## config.mk

```make
export PLATFORM = sky130hd
export DESIGN_NAME = stream_burst_source
export DESIGN_NICKNAME = d
export VERILOG_FILES = /design/src/rtl/stream_burst_source.sv
export SDC_FILE = /design/constraint.sdc
export NUM_CORES = 1
export LEC_CHECK = 0
export CAP_MARGIN = 5
export CELL_PAD_IN_SITES_DETAIL_PLACEMENT = 2
export CELL_PAD_IN_SITES_GLOBAL_PLACEMENT = 2
export CORE_ASPECT_RATIO = 1.1
export CORE_MARGIN = 2
export CORE_UTILIZATION = 30
export CTS_CLUSTER_DIAMETER = 80
export DETAILED_ROUTE_END_ITERATION = 10
export GPL_ROUTABILITY_DRIVEN = 0
export HOLD_SLACK_MARGIN = 0.02
export PLACE_DENSITY_LB_ADDON = 0.2
export SYNTH_ARGS = -nofsm -noshare
export SYNTH_HDL_FRONTEND = slang
export SYNTH_SLANG_ARGS = --single-unit
```

## constraint.sdc

```tcl
create_clock -name clk -period 3.27 [get_ports clk]
set_clock_uncertainty 0.05 [all_clocks]
set_input_delay 0.654 -clock clk [delete_from_list [all_inputs] [get_ports clk]]
set_output_delay 0.654 -clock clk [all_outputs]
set_load 0.05 [all_outputs]
```

## src/rtl/stream_burst_source.sv

```systemverilog
// stream_burst_source
//
// Transmitter end of the valid/ready stream protocol. It accepts burst commands
// (start value, step, length) on a command handshake. For each command it emits
// the arithmetic sequence start, start+step, ... on the out_* stream and marks
// the final beat with out_last. Back-to-back bursts run without a bubble,
// because the last beat's transfer cycle can accept the next command.
//
// Ports:
//   clk, rst_n    clock (rising edge) and asynchronous active-low reset
//   cmd_valid     command offered
//   cmd_ready     command accepted when cmd_valid && cmd_ready (combinational)
//   cmd_start     data value of the first beat
//   cmd_step      increment added per beat (wraps modulo 2^DATA_WIDTH)
//   cmd_len       beats minus one
//   out_valid     output beat present (registered)
//   out_ready     downstream can accept
//   out_data      beat payload (registered)
//   out_last      final beat of the current burst (registered)
//   busy          burst in progress, identical to out_valid
//   stall_count   saturating count of stalled cycles in the current/most recent burst

module stream_burst_source #(
  parameter int unsigned DATA_WIDTH  = 32,
  parameter int unsigned LEN_WIDTH   = 8,
  parameter int unsigned STALL_WIDTH = 16
) (
  input  logic                   clk,
  input  logic                   rst_n,

  input  logic                   cmd_valid,
  output logic                   cmd_ready,
  input  logic [DATA_WIDTH-1:0]  cmd_start,
  input  logic [DATA_WIDTH-1:0]  cmd_step,
  input  logic [LEN_WIDTH-1:0]   cmd_len,

  output logic                   out_valid,
  input  logic                   out_ready,
  output logic [DATA_WIDTH-1:0]  out_data,
  output logic                   out_last,

  output logic                   busy,
  output logic [STALL_WIDTH-1:0] stall_count
);

  typedef enum logic [0:0] {StIdle, StSend} state_e;

  state_e                 state_q;
  logic [DATA_WIDTH-1:0]  step_q;
  logic [LEN_WIDTH-1:0]   remaining_q;

  logic out_xfer;
  logic cmd_xfer;

  assign out_xfer = out_valid && out_ready;

  // The final beat's transfer cycle doubles as a command slot, which is what
  // removes the idle cycle between consecutive bursts.
  assign cmd_ready = (state_q == StIdle) || (out_xfer && out_last);
  assign cmd_xfer  = cmd_valid && cmd_ready;

  assign busy = out_valid;

  always_ff @(posedge clk or negedge rst_n) begin
    if (!rst_n) begin
      state_q     <= StIdle;
      step_q      <= '0;
      remaining_q <= '0;
      out_valid   <= 1'b0;
      out_data    <= '0;
      out_last    <= 1'b0;
      stall_count <= '0;
    end else if (cmd_xfer) begin
      // cmd_xfer only happens in IDLE or on the last beat's transfer, so a
      // load here never overwrites a beat that is still pending.
      state_q     <= StSend;
      out_valid   <= 1'b1;
      out_data    <= cmd_start;
      step_q      <= cmd_step;
      remaining_q <= cmd_len;
      out_last    <= (cmd_len == '0);
      stall_count <= '0;
    end else begin
      case (state_q)
        StIdle: begin
          // Nothing held; out_data and stall_count keep their last values.
        end
        StSend: begin
          if (out_xfer) begin
            if (out_last) begin
              state_q   <= StIdle;
              out_valid <= 1'b0;
              out_last  <= 1'b0;
            end else begin
              out_data    <= out_data + step_q;
              remaining_q <= remaining_q - 1'b1;
              out_last    <= (remaining_q == LEN_WIDTH'(1));
            end
          end else if (stall_count != '1) begin
            stall_count <= stall_count + 1'b1;
          end
        end
        default: begin
          state_q   <= StIdle;
          out_valid <= 1'b0;
          out_last  <= 1'b0;
        end
      endcase
    end
  end

endmodule

```

==> out/qor.csv <==
stage,metric,value,unit
status,outcome,"finished, final reports clean",
worst_setup_path,max_fo_critical_path,5,
global_routing,grt_max_degree,78,
routing,drtAntennaViolNets,0,
worst_setup_path,criticalPathCategory,flop to flop,
cts,clock_tree.htree_level_count,3,
floorplanning,floorplan.rows,52,
routing,wirelength,19.5,mm
final_layout,number_of_antenna_repair_diodes,0,
power_and_ir_drop,intPower,4250,uW
timing,timing_max_transition_violations_final,0,
synthesis,synth_cell_types,63,
worst_setup_path,crit_required,3.44,ns
synthesis,synthesis.nets,790,
cts,buffer_levels_on_the_longest_clock_path,2,
floorplanning,floorplan.initialDensity,0.309,
synthesis,share_of_flip_flops_with_an_asynchronous_set_or_reset,1.00,
cts,tritoncts,yes,
timing,totalNegativeSetupSlack,0,ns
timing,rsz0062_at_grt,false,
routing,via_per_inst,5.24,
floorplanning,die_height,149,um
routing,wl_per_cell,18.7,um
cts,root_buffer,sky130_fd_sc_hd__clkbuf_16,
global_routing,track_usage,0.201,
flow_run,max-cap-violations,0,
min_path,timing.hold.worst.class,input port to async pin,
timing,final_min_period_over_clock_period,0.877,
power_and_ir_drop,pwr-share-clk,0.129,
worst_setup_path,rr_worst_depth,10,
worst_setup_path,r2r_setup_slk,0.40,ns
synthesis,synth-seq-area-share,0.398,
worst_setup_path,timing.critical_path.max_delay_family,compound AO/OA/AOI/OAI gates,
timing,setup-violations-final,0,
global_routing,grt_antenna_before_repair,0,
worst_setup_path,worst_r2r_endpoint,out_data[28],
synthesis,synth_top_cell_by_area,sky130_fd_sc_hd__dfrtp_1,
synthesis,ys_ff_latch,91,
synthesis,ys.warnings.count,0,
global_routing,first_global_vias,6266,
routing,vias,5470,
final_layout,regArea,2280,um2
routing,drc_errors,0,
cts,worst_skew_late_latency,0.35,ns
cts,cts_hold_buf,0,
synthesis,synth_top_cells_by_area,"sky130_fd_sc_hd__dfrtp_1 (40%), sky130_fd_sc_hd__nand2_1 (10%), sky130_fd_sc_hd__ha_1 (7.4%)",
worst_setup_path,critical_path_buf_inv_count,0,
final_layout,drive_above_1_share,0.0663,
cts,clk_pin_slew,0.08,ns
final_layout,multi_input_combinational_cell_area,3290,um2
power_and_ir_drop,netSwitchingPower,4350,uW
cts,ctsResizeCount,0,
cts,clkSinkCount,91,
routing,initialDrtViolationCount,199,
floorplanning,boundaryPins,128,
worst_setup_path,setup.worst_path.end_class,flop,
timing,timing_hold_violations_final,0,
synthesis,yosys.area.top_type_share,0.398,
cts,postCtsSetupBuffers,0,
floorplanning,fp.dieW,136,um
timing,maxSlewHeadroom,0.300,
worst_setup_path,worstPathCellList,"ha_1, fa_1, a21o_1, a221o_2, a22oi_4, a31oi_4, a311oi_4, a21oi_2, xnor2_1, o21ai_1",
timing,max_freq,0.349,GHz
worst_setup_path,worst_path_max_delay_cell,sky130_fd_sc_hd__a221o_2,
final_layout,final_nets,906,
synthesis,syn_inst,679,
final_layout,fill_cells,2072,
power_and_ir_drop,power.share.sequential,0.238,
global_routing,first_pass_grt_wire_length,32.1,mm
power_and_ir_drop,power.density,1140,nW/um2
synthesis,ys_dominant_reg_cell,sky130_fd_sc_hd__dfrtp_1,
synthesis,avgSynthCellArea,8.43,um2
floorplanning,core-area,18500,um2
worst_setup_path,worst_r2r_startpoint,out_data[0],
power_and_ir_drop,power_leakage,0.00346,uW
global_routing,grt_overflow,0,
power_and_ir_drop,netSwitchingFraction,0.506,
worst_setup_path,arrival,3.04,ns
place,io_buffers,127,
routing,detailed_routing_iterations_pass_1,4,
place,hpwl_detailed,14.6,mm
power_and_ir_drop,p_comb_frac,0.633,
final_layout,synthToLayoutAreaGrowth,32.2,%
worst_setup_path,start_kind,flop,
floorplanning,design.die.area,20200,um2
worst_setup_path,worst_path_largest_cell_delay,0.43,ns
cts,cts_buffers,9,
power_and_ir_drop,irDropWorstVdd,0.504,mV
timing,worst_pin_slew,1.05,ns
timing,post-route-min-period,2.87,ns
power_and_ir_drop,p_total,8610,uW
synthesis,synth_edf_count,0,
synthesis,netlist_area,5720,um2
sequential cells by signal, summed over array words and instances, names as in the netlist:
signal       count
out_last         1
busy             1
out_data        32
step_q          32
stall_count     16
remaining_q      8
state_q          1
routing by layer:
metal  up-vias  global-route usage  part of all wire
li1       2595                   -                 -
met1      2770               0.234              0.43
met2        91               0.383              0.53
met3        14              0.0272             0.031
met4         0              0.0516             0.012
met5         -                   0                 0
stage by stage:
stage	cell area (um2)	hold WS [ns]	util	std cells	setup slack, ns
6_report	7570	0.431	0.408	1043	0.404
5_1_grt	7570	0.464	0.408	1043	0.267
4_1_cts	7570	0.443	0.408	1043	0.387
3_5_place_dp	7260	0.426	0.391	1027	0.420
3_3_place_gp	7260	0.414	0.391	1027	0.487
2_1_floorplan	5720	0.308	-	679	0.383
kinds of logic (layout without fill, tap and decap cells):
kind of cell | Yosys count | after routing | share of synthesized area
xor+xnor | 43 | 43 | 0.0658
compound gates | 189 | 189 | 0.218
simple gates | 276 | 276 | 0.207
flops | 91 | 91 | 0.398
buf+inv | 43 | 164 | 0.0299
fa+ha+maj | 35 | 35 | 0.0778
mux | 2 | 2 | 0.00372
power by group through the flow:
stage / sequential (uW) / clock [uW] / combinational, uW
6_report: 2050 / 1110 / 5450
4_1_cts: 2050 / 1150 / 5490
3_5_place_dp: 2060 / 0 / 5400
5_1_grt: 2120 / 1190 / 5990
2_1_floorplan: 2770 / 0 / 3060
3_3_place_gp: 2030 / 0 / 5230
layout make-up:
class | instances | share of cell area
clock buffers | 9 | 0.0298
clock inverters | 7 | 0.0111
inverters | 11 | 0.00546
multi-input cells | 545 | 0.435
flip-flops and latches | 91 | 0.301
well taps | 243 | 0.0402
repair buffers | 137 | 0.177
synthesized netlist by cell type, types with 3 or more instances:
cell type	instances
sky130_fd_sc_hd__inv_1	11
sky130_fd_sc_hd__nand4_1	6
sky130_fd_sc_hd__xor2_1	27
sky130_fd_sc_hd__and3_1	7
sky130_fd_sc_hd__buf_1	8
sky130_fd_sc_hd__o21bai_1	3
sky130_fd_sc_hd__o21a_1	3
sky130_fd_sc_hd__a21oi_1	63
sky130_fd_sc_hd__a31oi_1	10
sky130_fd_sc_hd__nor3_1	10
sky130_fd_sc_hd__dfrtp_1	91
sky130_fd_sc_hd__a22oi_1	13
sky130_fd_sc_hd__clkbuf_1	18
sky130_fd_sc_hd__and2_1	4
sky130_fd_sc_hd__xnor2_1	16
sky130_fd_sc_hd__nand2_1	152
sky130_fd_sc_hd__ha_1	34
sky130_fd_sc_hd__a21oi_2	3
sky130_fd_sc_hd__nand2b_1	3
sky130_fd_sc_hd__o21ai_1	7
sky130_fd_sc_hd__nand3_1	12
sky130_fd_sc_hd__nor4_1	3
sky130_fd_sc_hd__o21ai_0	40
sky130_fd_sc_hd__o22ai_1	4
sky130_fd_sc_hd__nor2_1	65
sky130_fd_sc_hd__buf_2	5
sky130_fd_sc_hd__a21o_1	18
worst reg2reg max path, delay by kind of cell (launching register included):
family,cells,cell delay (ns)
adders and majority gates,2,0.65
AOI/OAI and AO/OA,7,1.49
xor gates and xnor gates,1,0.16
DFF,1,0.40
how the worst max path moves through the flow:
stage                 from            to  slack (ns)  cells past startpoint
6_report       out_data[0]  out_data[28]        0.40                     10
5_1_grt        out_data[0]  out_data[28]        0.27                     10
4_1_cts        out_data[0]  out_data[28]        0.39                     10
3_5_place_dp   out_data[0]  out_data[28]        0.42                     10
3_3_place_gp   out_data[0]  out_data[28]        0.49                     10
2_1_floorplan  out_data[0]  out_data[28]        0.38                     10
cells in the final DEF (no fill, tap or decap), types with 4 or more instances in the layout:
cell / n
sky130_fd_sc_hd__nand2_1: 151
sky130_fd_sc_hd__clkdlybuf4s50_1: 125
sky130_fd_sc_hd__dfrtp_1: 91
sky130_fd_sc_hd__nor2_1: 65
sky130_fd_sc_hd__a21oi_1: 61
sky130_fd_sc_hd__o21ai_0: 40
sky130_fd_sc_hd__ha_1: 34
sky130_fd_sc_hd__xor2_1: 27
sky130_fd_sc_hd__a21o_1: 18
sky130_fd_sc_hd__xnor2_1: 16
sky130_fd_sc_hd__a22oi_1: 13
sky130_fd_sc_hd__nand3_1: 12
sky130_fd_sc_hd__buf_4: 12
sky130_fd_sc_hd__inv_1: 11
sky130_fd_sc_hd__nor3_1: 10
sky130_fd_sc_hd__a31oi_1: 10
sky130_fd_sc_hd__clkbuf_16: 9
sky130_fd_sc_hd__o21ai_1: 7
sky130_fd_sc_hd__and3_1: 7
sky130_fd_sc_hd__nand4_1: 6
sky130_fd_sc_hd__a21oi_2: 4
sky130_fd_sc_hd__and2_1: 4
sky130_fd_sc_hd__o22ai_1: 4
(Power assumes the default switching activity.)
==> patch 1: new RTL, same flow settings <==
`LEN_WIDTH`: 8 -> 32.
--- a/src/rtl/stream_burst_source.sv
+++ b/src/rtl/stream_burst_source.sv
@@ -22,7 +22,7 @@
 
 module stream_burst_source #(
   parameter int unsigned DATA_WIDTH  = 32,
-  parameter int unsigned LEN_WIDTH   = 8,
+  parameter int unsigned LEN_WIDTH   = 32,
   parameter int unsigned STALL_WIDTH = 16
 ) (
   input  logic                   clk,
Interface: changed (resized cmd_len); port bits go from 128 to 152. The function was not compared with the original's and may differ.
==> patch 1 against the unedited design <==
- synthesized area is 26% higher
- power is 22% higher
- via count up 32%
- setup slack got worse by 170 ps
- wire length grew 34%
- sequential power is 21% higher
- cell area up 30%
- sequential cell count grew 24
- critical path type unchanged
- largest power group unchanged
- highest routed layer unchanged
==> patch 1: results (changes against the unedited design) <==
Drt
• **final routed wire length divided by cell count** 19.4 um, was 18.7 um
• **total via count in the routed design** 7,234, was 5,470

Yosys
• **compound-gate portion of the synthesized area** 23.6%, was 21.8%
• **sequential-to-total area share from yosys stat** 39.8%, about the same
• **Post-Synthesis Net Count** 1,016, was 790
• **average cell area after synthesis** 8.20 sq um, was 8.43 sq um
• **area share of fa/ha/maj cells after synthesis** 6.16%, was 7.78%
• **number of library cell types mapped by synthesis** 73, was 63

Final layout
• **clock-cell share of area** 6.53%, was 4.08%
• **Inverters excl. clock** 20, was 11
• **fraction of area in multi-input gates** 42.0%, was 43.5%
• **total of fill cells in the finished design** 2,674, was 2,072
• **number of combinational gates with multiple inputs** 702, was 545
• **non-clock buffer total of the final layout** 173, was 137
• **largest registers** out_data x32, remaining_q x32, step_q x32, was out_data x32, step_q x32, stall_count x16
• **share of layout cells above drive strength 1** 7.87%, was 6.63%
• **layout clock buffer count** 18, was 9

Timing
• **worst path setup slack after routing** 237 ps, was 404 ps

Setup path
• **terminus of the critical flop-to-flop path** out_data[31]$_DFFE_PN0P_, was out_data[28]$_DFFE_PN0P_
• **depth of the worst register-to-register path** 9, was 10
• **cell type of the slowest stage on the worst timing path** sky130_fd_sc_hd__or4_1, was sky130_fd_sc_hd__a221o_2
• **Crit Reg-Reg Startpoint** out_data[6]$_DFFE_PN0P_, was out_data[0]$_DFFE_PN0P_
• **Crit path arrival time** 3340 ps, was 3040 ps
• **delay of the slowest cell on the worst path** 520 ps, was 430 ps

Place
• **post-placement cell count** 1,315, was 1,027
• **DP HPWL** 18,700 um, was 14,600 um

Global route
• **overall global routing resource usage** 21.1%, was 20.1%
• **pin count of the biggest net entering global routing** 54, was 78

Clocking
• **CTS buffer count** 17, was 9
• **insertion delay of the later-clocked pin in the worst-skew pair** 430 ps, was 350 ps
• **CTS H-tree lvls** 4, was 3

Floorplan
• **tapcells inserted** 305, was 243

Pwr
• **LEAKAGE** 0.00418 uW, was 0.00346 uW
• **Internal Dissipation** 5560 uW, was 4250 uW

Status
• **status** completed, unchanged

-- patch 1: cell count changes after synthesis, moves of 7 or more --
cell	before	now
sky130_fd_sc_hd__inv_1	11	19
sky130_fd_sc_hd__o21ai_1	7	17
sky130_fd_sc_hd__xor2_1	27	18
sky130_fd_sc_hd__nand3_1	12	24
sky130_fd_sc_hd__or3_1	2	9
sky130_fd_sc_hd__a21oi_1	63	94
sky130_fd_sc_hd__clkbuf_1	18	33
sky130_fd_sc_hd__a21o_1	18	11
sky130_fd_sc_hd__nor3_1	10	23
sky130_fd_sc_hd__nand2_1	152	173
sky130_fd_sc_hd__nor4_1	3	14
sky130_fd_sc_hd__o21ai_0	40	58
sky130_fd_sc_hd__dfrtp_1	91	115
sky130_fd_sc_hd__nand4_1	6	13
-- patch 1: layer usage --
metal | wire, um | GRT usage, % | vias to the layer above
met2 | 13000 | 36.6 | 119
li1 | - | - | 3449
met3 | 832 | 4.11 | 22
met4 | 285 | 4.43 | 0
met1 | 12000 | 27.4 | 3644
met5 | 0 | 0 | -
==> patch 2: new RTL, same settings <==
Without the edit above. Put one more register stage on the output `stall_count`, with the module's reset. The value now appears one clock later. The other outputs are not delayed to match. Comments in the files are not updated.
--- a/src/rtl/stream_burst_source.sv
+++ b/src/rtl/stream_burst_source.sv
@@ -45,6 +45,8 @@
 
   typedef enum logic [0:0] {StIdle, StSend} state_e;
 
+  logic [STALL_WIDTH-1:0] stall_count_s0;
+
   state_e                 state_q;
   logic [DATA_WIDTH-1:0]  step_q;
   logic [LEN_WIDTH-1:0]   remaining_q;
@@ -69,7 +71,7 @@
       out_valid   <= 1'b0;
       out_data    <= '0;
       out_last    <= 1'b0;
-      stall_count <= '0;
+      stall_count_s0 <= '0;
     end else if (cmd_xfer) begin
       // cmd_xfer only happens in IDLE or on the last beat's transfer, so a
       // load here never overwrites a beat that is still pending.
@@ -79,7 +81,7 @@
       step_q      <= cmd_step;
       remaining_q <= cmd_len;
       out_last    <= (cmd_len == '0);
-      stall_count <= '0;
+      stall_count_s0 <= '0;
     end else begin
       case (state_q)
         StIdle: begin
@@ -96,8 +98,8 @@
               remaining_q <= remaining_q - 1'b1;
               out_last    <= (remaining_q == LEN_WIDTH'(1));
             end
-          end else if (stall_count != '1) begin
-            stall_count <= stall_count + 1'b1;
+          end else if (stall_count_s0 != '1) begin
+            stall_count_s0 <= stall_count_s0 + 1'b1;
           end
         end
         default: begin
@@ -109,5 +111,13 @@
     end
   end
 
+  always_ff @(posedge clk or negedge rst_n) begin
+    if (!rst_n) begin
+      stall_count <= '0;
+    end else begin
+      stall_count <= stall_count_s0;
+    end
+  end
+
 endmodule
 
Formal check against the unedited RTL: not equivalent (a bounded check fails within 4 cycles, from zero or initial values and one cycle with rst_n low).
==> patch 2 against the unedited design <==
- combinational power is 23% lower
- cell area is 4.1% higher
- core utilization decreased by 0.89 points
- fmax shrank 3.9%
- wire length grew 2.2%
- via count is 1.6% higher
- cell count increased by 2.2%
- worst hold slack worse by 150 ps
- count of clock-buffer cells in the layout stayed put
- synthesized area rose by 4.6%
- power is 14% lower
- setup slack got worse by 120 ps
- sequential cell count grew 16
==> patch 2: results (changes against the unedited design) <==
Status
• **status** completed, unchanged

Yosys
• **Post-Synthesis Net Count** 800, was 790
• **most instantiated cells after synthesis** 156 x sky130_fd_sc_hd__nand2_1, 107 x sky130_fd_sc_hd__dfrtp_1, 58 x sky130_fd_sc_hd__nor2_1, 54 x sky130_fd_sc_hd__a21oi_1, 50 x sky130_fd_sc_hd__o21ai_0, was 152 x sky130_fd_sc_hd__nand2_1, 91 x sky130_fd_sc_hd__dfrtp_1, 65 x sky130_fd_sc_hd__nor2_1, 63 x sky130_fd_sc_hd__a21oi_1, 40 x sky130_fd_sc_hd__o21ai_0
• **area share of fa/ha/maj cells after synthesis** 7.44%, was 7.78%
• **sequential-to-total area share from yosys stat** 44.7%, was 39.8%
• **number of library cell types mapped by synthesis** 53, was 63
• **biggest area contributors in the synthesized netlist** sky130_fd_sc_hd__dfrtp_1 45%, sky130_fd_sc_hd__nand2_1 9.8%, sky130_fd_sc_hd__ha_1 7.1%, was sky130_fd_sc_hd__dfrtp_1 40%, sky130_fd_sc_hd__nand2_1 10%, sky130_fd_sc_hd__ha_1 7.4%

Global route
• **overall global routing resource usage** 19.7%, was 20.1%
• **pin count of the biggest net entering global routing** 58, was 78
• **first-pass GRT wire length** 33,900 um, was 32,100 um

Setup path
• **cell type of the slowest stage on the worst timing path** sky130_fd_sc_hd__fa_1, was sky130_fd_sc_hd__a221o_2
• **terminus of the critical flop-to-flop path** out_data[26]$_DFFE_PN0P_, was out_data[28]$_DFFE_PN0P_
• **worst-case register-to-register setup slack** 290 ps, was 400 ps
• **Crit path arrival time** 3210 ps, was 3040 ps
• **depth of the worst register-to-register path** 11, was 10
• **CP Max Fanout** 4, was 5

Pwr
• **PnR Total Power** 7400 uW, was 8610 uW
• **VDD IR-drop max** 0.356 mV, was 0.504 mV
• **Switch Pwr** 3560 uW, was 4350 uW
• **fraction of power consumed by combinational cells** 56.8%, was 63.3%

Timing
• **worst hold margin** 278 ps, was 431 ps
• **Max Clk Rate** 0.335 GHz, was 0.349 GHz

Final layout
• **largest registers** out_data x32, step_q x32, was out_data x32, step_q x32, stall_count x16
• **Sequential Area** 2680 sq um, was 2280 sq um
• **NumNets Final** 920, was 906
• **non-clk buf share** 17.5%, was 17.7%
• **non-filler cells, final** 1,066, was 1,043
• **clock-cell share of area** 3.78%, was 4.08%

Place
• **DP HPWL** 14,700 um, was 14,600 um
• **Placement Setup Slack** 403 ps, was 420 ps
• **total cell area at the placement stage** 7580 sq um, was 7260 sq um

Clocking
• **clock sinks** 107, was 91

Drt
• **DRC violation total after the first TritonRoute iteration** 186, was 199

## patch 2: cell count changes in the layout (fill, tap and decap cells not counted), moves of 7 or more
cell	unedited run	this run
sky130_fd_sc_hd__dfrtp_1	91	107
sky130_fd_sc_hd__a21oi_1	61	54
sky130_fd_sc_hd__o21ai_0	40	49
sky130_fd_sc_hd__nor2_1	65	57
sky130_fd_sc_hd__xor2_1	27	17
## patch 2: routing by layer
metal / global-route usage (%) / part of all wire [%] / vias up
met5: 0.458 / 0 / -
met4: 5.19 / 1.8 / 0
met1: 23.6 / 43 / 2783
li1: - / - / 2640
met3: 2.86 / 3.1 / 27
met2: 36.9 / 52 / 106
## patch 2: worst max-delay path, delay by kind of cell (launching register included)
family | cells | cell delay [ps]
AO/OA/AOI/OAI | 6 | 1200
adder cells (fa/ha/maj) | 2 | 670
flip-flops | 1 | 410
AND/OR/NAND/NOR | 1 | 200
buffers and inverters | 1 | 200
XOR/XNOR | 1 | 160
